--- src/rtl/rx_chan_pkg.sv ---
// Shared types and constants for the multi-channel RX router.
// The DSP-facing pinc width is fixed here so the channel record stays a plain packed struct.
package rx_chan_pkg;

  localparam int PINC_W = 16;

  localparam logic CFG_SEL_CHAN = 1'b0;
  localparam logic CFG_SEL_DAC  = 1'b1;

  typedef enum logic [1:0] {
    IDLE  = 2'd0,
    MUTE  = 2'd1,
    FLUSH = 2'd2
  } commit_state_e;

  typedef struct packed {
    logic [PINC_W-1:0] ddc_pinc;
    logic [PINC_W-1:0] duc_pinc;
    logic              enable;
  } chan_cfg_t;

  // Index width that never collapses to zero bits for single-entry tables.
  function automatic int idx_width(input int n);
    return (n > 1) ? $clog2(n) : 1;
  endfunction

endpackage

--- src/rtl/rx_route_mux.sv ---
// One DAC output: registered NUM_CHANNELS:1 sample select with mute and disabled-channel zeroing.
module rx_route_mux
  import rx_chan_pkg::*;
#(
  parameter int NUMBER_OF_LINE = 8,
  parameter int NUM_CHANNELS   = 4,
  parameter int RW             = 2
) (
  input  logic                                   clock,
  input  logic                                   reset,
  input  logic                                   mute,
  input  logic [RW-1:0]                          sel,
  input  logic [NUM_CHANNELS-1:0]                en_vec,
  input  logic [NUM_CHANNELS*16*NUMBER_OF_LINE-1:0] chan_data,
  output logic [16*NUMBER_OF_LINE-1:0]           dac_data
);

  localparam int SW = 16 * NUMBER_OF_LINE;

  logic [SW-1:0] pick_next;
  logic [SW-1:0] dac_reg;

  // A select beyond the channel count matches no entry and therefore yields zero.
  always_comb begin
    pick_next = '0;
    for (int k = 0; k < NUM_CHANNELS; k++) begin
      if (sel == RW'(k) && en_vec[k]) begin
        pick_next = chan_data[k*SW +: SW];
      end
    end
  end

  always_ff @(posedge clock) begin
    if (reset) begin
      dac_reg <= '0;
    end else if (mute) begin
      dac_reg <= '0;
    end else begin
      dac_reg <= pick_next;
    end
  end

  assign dac_data = dac_reg;

endmodule

--- src/rtl/rx_chan_router.sv ---
// Runtime channel/DAC router: staged and active config register files, a commit FSM that
// mutes all DAC outputs while the DSP paths flush, and one registered route mux per DAC.
module rx_chan_router
  import rx_chan_pkg::*;
#(
  parameter int NUMBER_OF_LINE = 8,
  parameter int NUM_CHANNELS   = 4,
  parameter int NUM_DAC        = 3,
  parameter int PINC_WIDTH     = PINC_W,
  parameter int FLUSH_CYCLES   = 16,
  localparam int CW = idx_width((NUM_CHANNELS > NUM_DAC) ? NUM_CHANNELS : NUM_DAC),
  localparam int RW = idx_width(NUM_CHANNELS)
) (
  input  logic                                       clock,
  input  logic                                       reset,
  input  logic                                       cfg_valid,
  output logic                                       cfg_ready,
  input  logic                                       cfg_sel,
  input  logic [CW-1:0]                              cfg_addr,
  input  logic [PINC_WIDTH-1:0]                      cfg_ddc_pinc,
  input  logic [PINC_WIDTH-1:0]                      cfg_duc_pinc,
  input  logic                                       cfg_enable,
  input  logic [RW-1:0]                              cfg_route,
  input  logic                                       commit,
  output logic                                       commit_busy,
  output logic                                       commit_done,
  output logic [NUM_CHANNELS*PINC_WIDTH-1:0]         ddc_pinc,
  output logic [NUM_CHANNELS*PINC_WIDTH-1:0]         duc_pinc,
  output logic                                       dsp_phase_rst,
  input  logic [NUM_CHANNELS*16*NUMBER_OF_LINE-1:0]  chan_data,
  output logic [NUM_DAC*16*NUMBER_OF_LINE-1:0]       dac_data
);

  localparam int SW = 16 * NUMBER_OF_LINE;
  localparam int FW = idx_width(FLUSH_CYCLES);
  localparam chan_cfg_t CHAN_RST = '{ddc_pinc: '0, duc_pinc: '0, enable: 1'b1};

  commit_state_e state_reg, state_next;
  logic [FW-1:0] flush_cnt_reg, flush_cnt_next;

  chan_cfg_t         stg_chan_reg  [NUM_CHANNELS];
  chan_cfg_t         act_chan_reg  [NUM_CHANNELS];
  logic [RW-1:0]     stg_route_reg [NUM_DAC];
  logic [RW-1:0]     act_route_reg [NUM_DAC];
  logic [NUM_CHANNELS-1:0] en_act;

  logic wr_en, chan_wr, dac_wr, mute;

  assign cfg_ready     = (state_reg == IDLE) && !reset;
  assign commit_busy   = (state_reg != IDLE) && !reset;
  assign dsp_phase_rst = (state_reg == MUTE) && !reset;
  assign commit_done   = (state_reg == FLUSH) && (flush_cnt_reg == '0) && !reset;

  assign wr_en   = cfg_valid && cfg_ready;
  assign chan_wr = wr_en && (cfg_sel == CFG_SEL_CHAN);
  assign dac_wr  = wr_en && (cfg_sel == CFG_SEL_DAC);
  assign mute    = (state_reg != IDLE);

  always_ff @(posedge clock) begin
    if (reset) begin
      state_reg     <= IDLE;
      flush_cnt_reg <= '0;
    end else begin
      state_reg     <= state_next;
      flush_cnt_reg <= flush_cnt_next;
    end
  end

  always_comb begin
    state_next     = state_reg;
    flush_cnt_next = flush_cnt_reg;
    case (state_reg)
      IDLE: begin
        if (commit) state_next = MUTE;
      end
      MUTE: begin
        flush_cnt_next = FW'(FLUSH_CYCLES - 1);
        state_next     = FLUSH;
      end
      FLUSH: begin
        if (flush_cnt_reg == '0) begin
          state_next = IDLE;
        end else begin
          flush_cnt_next = flush_cnt_reg - 1'b1;
        end
      end
      default: state_next = IDLE;
    endcase
  end

  // Addresses past the table end match no generate slot, so such writes vanish silently.
  for (genvar gi = 0; gi < NUM_CHANNELS; gi++) begin : g_chan
    always_ff @(posedge clock) begin
      if (reset) begin
        stg_chan_reg[gi] <= CHAN_RST;
        act_chan_reg[gi] <= CHAN_RST;
      end else begin
        if (chan_wr && cfg_addr == CW'(gi)) begin
          stg_chan_reg[gi] <= '{ddc_pinc: cfg_ddc_pinc, duc_pinc: cfg_duc_pinc,
                                enable: cfg_enable};
        end
        if (state_reg == MUTE) begin
          act_chan_reg[gi] <= stg_chan_reg[gi];
        end
      end
    end

    assign ddc_pinc[gi*PINC_WIDTH +: PINC_WIDTH] = act_chan_reg[gi].ddc_pinc;
    assign duc_pinc[gi*PINC_WIDTH +: PINC_WIDTH] = act_chan_reg[gi].duc_pinc;
    assign en_act[gi] = act_chan_reg[gi].enable;
  end

  for (genvar gi = 0; gi < NUM_DAC; gi++) begin : g_dac
    always_ff @(posedge clock) begin
      if (reset) begin
        stg_route_reg[gi] <= RW'(gi % NUM_CHANNELS);
        act_route_reg[gi] <= RW'(gi % NUM_CHANNELS);
      end else begin
        if (dac_wr && cfg_addr == CW'(gi)) begin
          stg_route_reg[gi] <= cfg_route;
        end
        if (state_reg == MUTE) begin
          act_route_reg[gi] <= stg_route_reg[gi];
        end
      end
    end

    rx_route_mux #(
      .NUMBER_OF_LINE (NUMBER_OF_LINE),
      .NUM_CHANNELS   (NUM_CHANNELS),
      .RW             (RW)
    ) u_mux (
      .clock     (clock),
      .reset     (reset),
      .mute      (mute),
      .sel       (act_route_reg[gi]),
      .en_vec    (en_act),
      .chan_data (chan_data),
      .dac_data  (dac_data[gi*SW +: SW])
    );
  end

endmodule

--- config.mk ---
export PLATFORM = sky130hd
export DESIGN_NAME = rx_chan_router
export DESIGN_NICKNAME = d
export VERILOG_FILES = /design/src/rtl/rx_chan_pkg.sv /design/src/rtl/rx_route_mux.sv /design/src/rtl/rx_chan_router.sv
export SDC_FILE = /design/constraint.sdc
export NUM_CORES = 1
export LEC_CHECK = 0
export CAP_MARGIN = 20
export CELL_PAD_IN_SITES_DETAIL_PLACEMENT = 0
export CELL_PAD_IN_SITES_GLOBAL_PLACEMENT = 1
export CORE_AREA = 3 3 418 420
export CTS_CLUSTER_SIZE = 8
export DETAILED_ROUTE_END_ITERATION = 6
export DIE_AREA = 0 0 421 423
export HOLD_SLACK_MARGIN = 0.02
export PLACE_DENSITY_LB_ADDON = 0.2
export SLEW_MARGIN = 20
export SYNTH_ARGS = -nofsm -noshare
export SYNTH_HDL_FRONTEND = slang
export SYNTH_SLANG_ARGS = --single-unit
--- constraint.sdc ---
create_clock -name clock -period 10.5 [get_ports clock]
set_clock_uncertainty 0.05 [all_clocks]
set_input_delay 2.1 -clock clock [delete_from_list [all_inputs] [get_ports clock]]
set_output_delay 2.1 -clock clock [all_outputs]
set_load 0.05 [all_outputs]
==> impl_metrics.csv <==
group,metric,value,unit
run_status,status,"finished clean",
worst_setup_path,critical_path_arrival,4.47,ns
route,detailroute.wirelength.met3,17.2,mm
flow_run,drv.max_cap_violation_count,0,
placed_design,dp_hpwl,136,mm
worst_setup_path,worst_r2r_startpoint,"act_route_reg[1][0]$_SDFFCE_PN1P_",
sta,final_critical_period,6.62,ns
finish,area_of_the_multi_input_gates,0.0134,mm²
sta,report.final.setup_viol,0,
sta,setup-tns-final,0,ns
hold_path,worst_hold_stages,1,
logic_synthesis,synth-main-ff-cell,"dfxtp_1",
die,die_w,421,µm
cts,holdBufCountCts,0,
sta,drv_slew,0,
cts,worstSkewPairLatency,0.73,ns
power_and_ir_drop,p_comb_share,24.6,%
power_and_ir_drop,power.switching_fraction,33.6,%
sta,clock.fmax,0.151,GHz
route,drt_first_iter_violations,3232,
placed_design,port_buffers,1069,
worst_setup_path,reg2reg_to,"g_dac[1].u_mux.dac_data[48]$_SDFF_PN0_",
die,die_h,423,µm
route,route.final.wire_length,205,mm
global_routing,grt_pass1_wl,276,mm
logic_synthesis,total_of_warnings_raised_by_yosys,0,
placed_design,place.gp.congestion,0.878,
placed_design,worst_setup_slack_after_placement,3.86,ns
worst_setup_path,max_stage_delay,0.91,ns
cts,cts_made_buffers,96,
route,ant_nets,0,
worst_setup_path,rrSetupSlack,6.54,ns
power_and_ir_drop,power_report.internal_total,5280,µW
worst_setup_path,path_class,"input port to output pin",
cts,clk_transition_reported_paths,0.05,ns
power_and_ir_drop,worst_ir_drop_vdd,0.121,mV
logic_synthesis,synth_cell_types,47,
worst_setup_path,crit_path_end_kind,"output pin",
worst_setup_path,worstPathMaxFanout,17,
sta,final_min_period_over_clock_period,63.1,%
hold_path,hold_path.startpoint,"stg_chan_reg[0][0]$_SDFFCE_PN1P_",
global_routing,grt_remaining_overflow,0,
route,dr_wl_met2,99.8,mm
global_routing,antenna_found_initial,82,
route,met1Wirelength,79.9,mm
sta,layout_setup_ws,3.88,ns
cts,cts_root_buffer,"clkbuf_16",
finish,largest_register_ff_count,384,
finish,syn_to_final_growth,46.1,%
power_and_ir_drop,power_per_cell_area,171,mW/mm²
worst_setup_path,timing.critical_path.required,8.35,ns
route,top_layer_used,"met5",
finish,nNetsFinal,4246,
worst_setup_path,crit_path_cell_trace,"clkdlybuf4s50_1 -> buf_4 -> or3_4 -> inv_2 -> clkdlybuf4s50_1",
logic_synthesis,synth_area_leader_cell,"edfxtp_1",
worst_setup_path,worst_r2r_path_depth,6,
logic_synthesis,synthCells,2937,
die,floorplan_die_area,0.178,mm²
logic_synthesis,postSynthNetCount,3493,
worst_setup_path,crit_path_frequent_cell,"clkdlybuf4s50_1",
logic_synthesis,area_fraction_of_the_dominant_cell_type_after_synthesis,26.0,%
cts,cts.repair.resized,0,
cts,clock_path_buffers,3,
sta,slew_headroom,20.5,%
finish,fin_util,27.2,%
power_and_ir_drop,seqPwrFrac,37.7,%
cts,clock_tree_from_tritoncts,"yes",
worst_setup_path,cpMaxStageDelayCell,"clkdlybuf4s50_1",
logic_synthesis,asyncSetResetFlopFracSynth,0,%
cts,clock_tree.htree_level_count,3,
finish,regArea,0.0161,mm²
logic_synthesis,synth.top_cells.by_area,"edfxtp_1 26%, dfxtp_1 24%, a32o_1 11%",
logic_synthesis,synth_area,0.0319,mm²
cts,postCtsSetupRepairBufs,0,
logic_synthesis,syn_avg_cell_area,10.9,µm²
route,drtPass1Iterations,6,
sta,rsz0062_at_grt,"false",
power_and_ir_drop,switchingPower,2680,µW
hold_path,hold_path_class,"flop to flop",
die,fp-row-count,152,
logic_synthesis,synth_edf_count,276,
route,drcViolationCount,0,
power_and_ir_drop,clkPwrFrac,37.8,%
die,initial_core_util,18.6,%
route,wl_per_cell,33.8,µm
sta,max_slew.worst_pin.slew,1.19,ns
cts,clock-sinks,666,
worst_setup_path,setup.worst_path.start_class,"input port",
hold_path,hold_end,"act_chan_reg[0][0]$_SDFFCE_PN1P_",
sta,final-hold-violation-count,0,
global_routing,vias_in_the_first_global_route,29700,
finish,post_route_cells_drive_above_1_share,5.39,%
global_routing,maximum_number_of_pins_on_one_net_before_global_route_repair,116,
global_routing,globalRouteTotalUtil,21.9,%
sta,hold_slack,0.402,ns
route,vias,30300,
power_and_ir_drop,p_leak,0.0165,µW
die,core_area,0.171,mm²
route,post_drt_via_cell_ratio,4.99,
die,pin_count,1070,
finish,fillerInstances,17900,
logic_synthesis,synth_register_bits,666,
logic_synthesis,synth_seq_area_share,50.5,%
[per-stage QoR]
| step | total power [µW] | cells | instance area [µm²] |
|---|---|---|---|
| after floorplan | 4100 | 2937 | 31900 |
| after global placement | 5000 | 5900 | 43600 |
| after detailed placement | 4990 | 5900 | 43600 |
| after CTS | 8040 | 6035 | 46400 |
| after global routing | 8200 | 6072 | 46500 |
| final | 7960 | 6081 | 46600 |
[power by group through the flow]
stage / clock [µW] / sequential, µW / combinational (µW)
floorplan: 0 / 3450 / 655
global placement: 0 / 3050 / 1950
detailed placement: 0 / 3050 / 1950
CTS: 3080 / 3000 / 1960
global route: 3180 / 3010 / 2020
finish: 3010 / 3000 / 1950
[layout by cell type (no fill, tap or decap), types with 24 or more instances in the layout]
master	instances
buf_4	39
a22o_1	27
clkbuf_1	24
nand4b_1	41
and3_1	132
nor2b_1	118
diode_2	44
clkbuf_16	96
a32o_1	348
dfxtp_1	390
a221o_1	345
clkdlybuf4s50_1	1069
nand2_1	379
edfxtp_1	276
and2_1	245
[logic make-up after synthesis]
logic type	synth area share (%)
simple gates	17.2
compound gates	24.2
flops	50.5
buf+inv	7.97
fa+ha+maj	0.0785
[Yosys cell counts (all sizes together) (15+ instances only)]
cell,number
a221o,345
a22o,27
a32o,348
and2,245
and3,132
buf,279
clkbuf,188
dfxtp,390
edfxtp,276
nand2,380
nand3,19
nand4b,41
nor2b,125
o211ai,23
o221ai,15
[layer usage]
| metal | up-vias | global-route usage (%) |
|---|---|---|
| li1 | 12800 | - |
| met1 | 15500 | 25.6 |
| met2 | 1662 | 36.7 |
| met3 | 341 | 6.68 |
| met4 | 24 | 9.62 |
| met5 | - | 0 |
[worst max-delay path by stage]
stage          startpoint                          endpoint  slack, ns  cells past startpoint
2_1_floorplan       reset  act_chan_reg[0][0]$_SDFFCE_PN1P_       4.24                      5
3_3_place_gp        reset                         cfg_ready       3.88                      5
3_5_place_dp        reset                         cfg_ready       3.86                      5
4_1_cts             reset                         cfg_ready       3.86                      5
5_1_grt             reset                         cfg_ready       3.81                      5
6_report            reset                         cfg_ready       3.88                      5
[layout make-up]
cell class	count	share of cell area, %
Antenna cell	44	0.236
Clock buffer	124	5.47
Clock inverter	11	0.497
Inverter	7	0.0591
Multi-Input combinational cell	1797	28.7
Sequential cell	666	34.6
Tap cell	2310	6.21
Timing Repair Buffer	1122	24.2
[worst max-delay path, delay by kind of cell]
family / cells / cell delay, ns
simple gates: 1 / 0.41
buf+inv: 4 / 1.92
(Power assumes the default switching activity.)
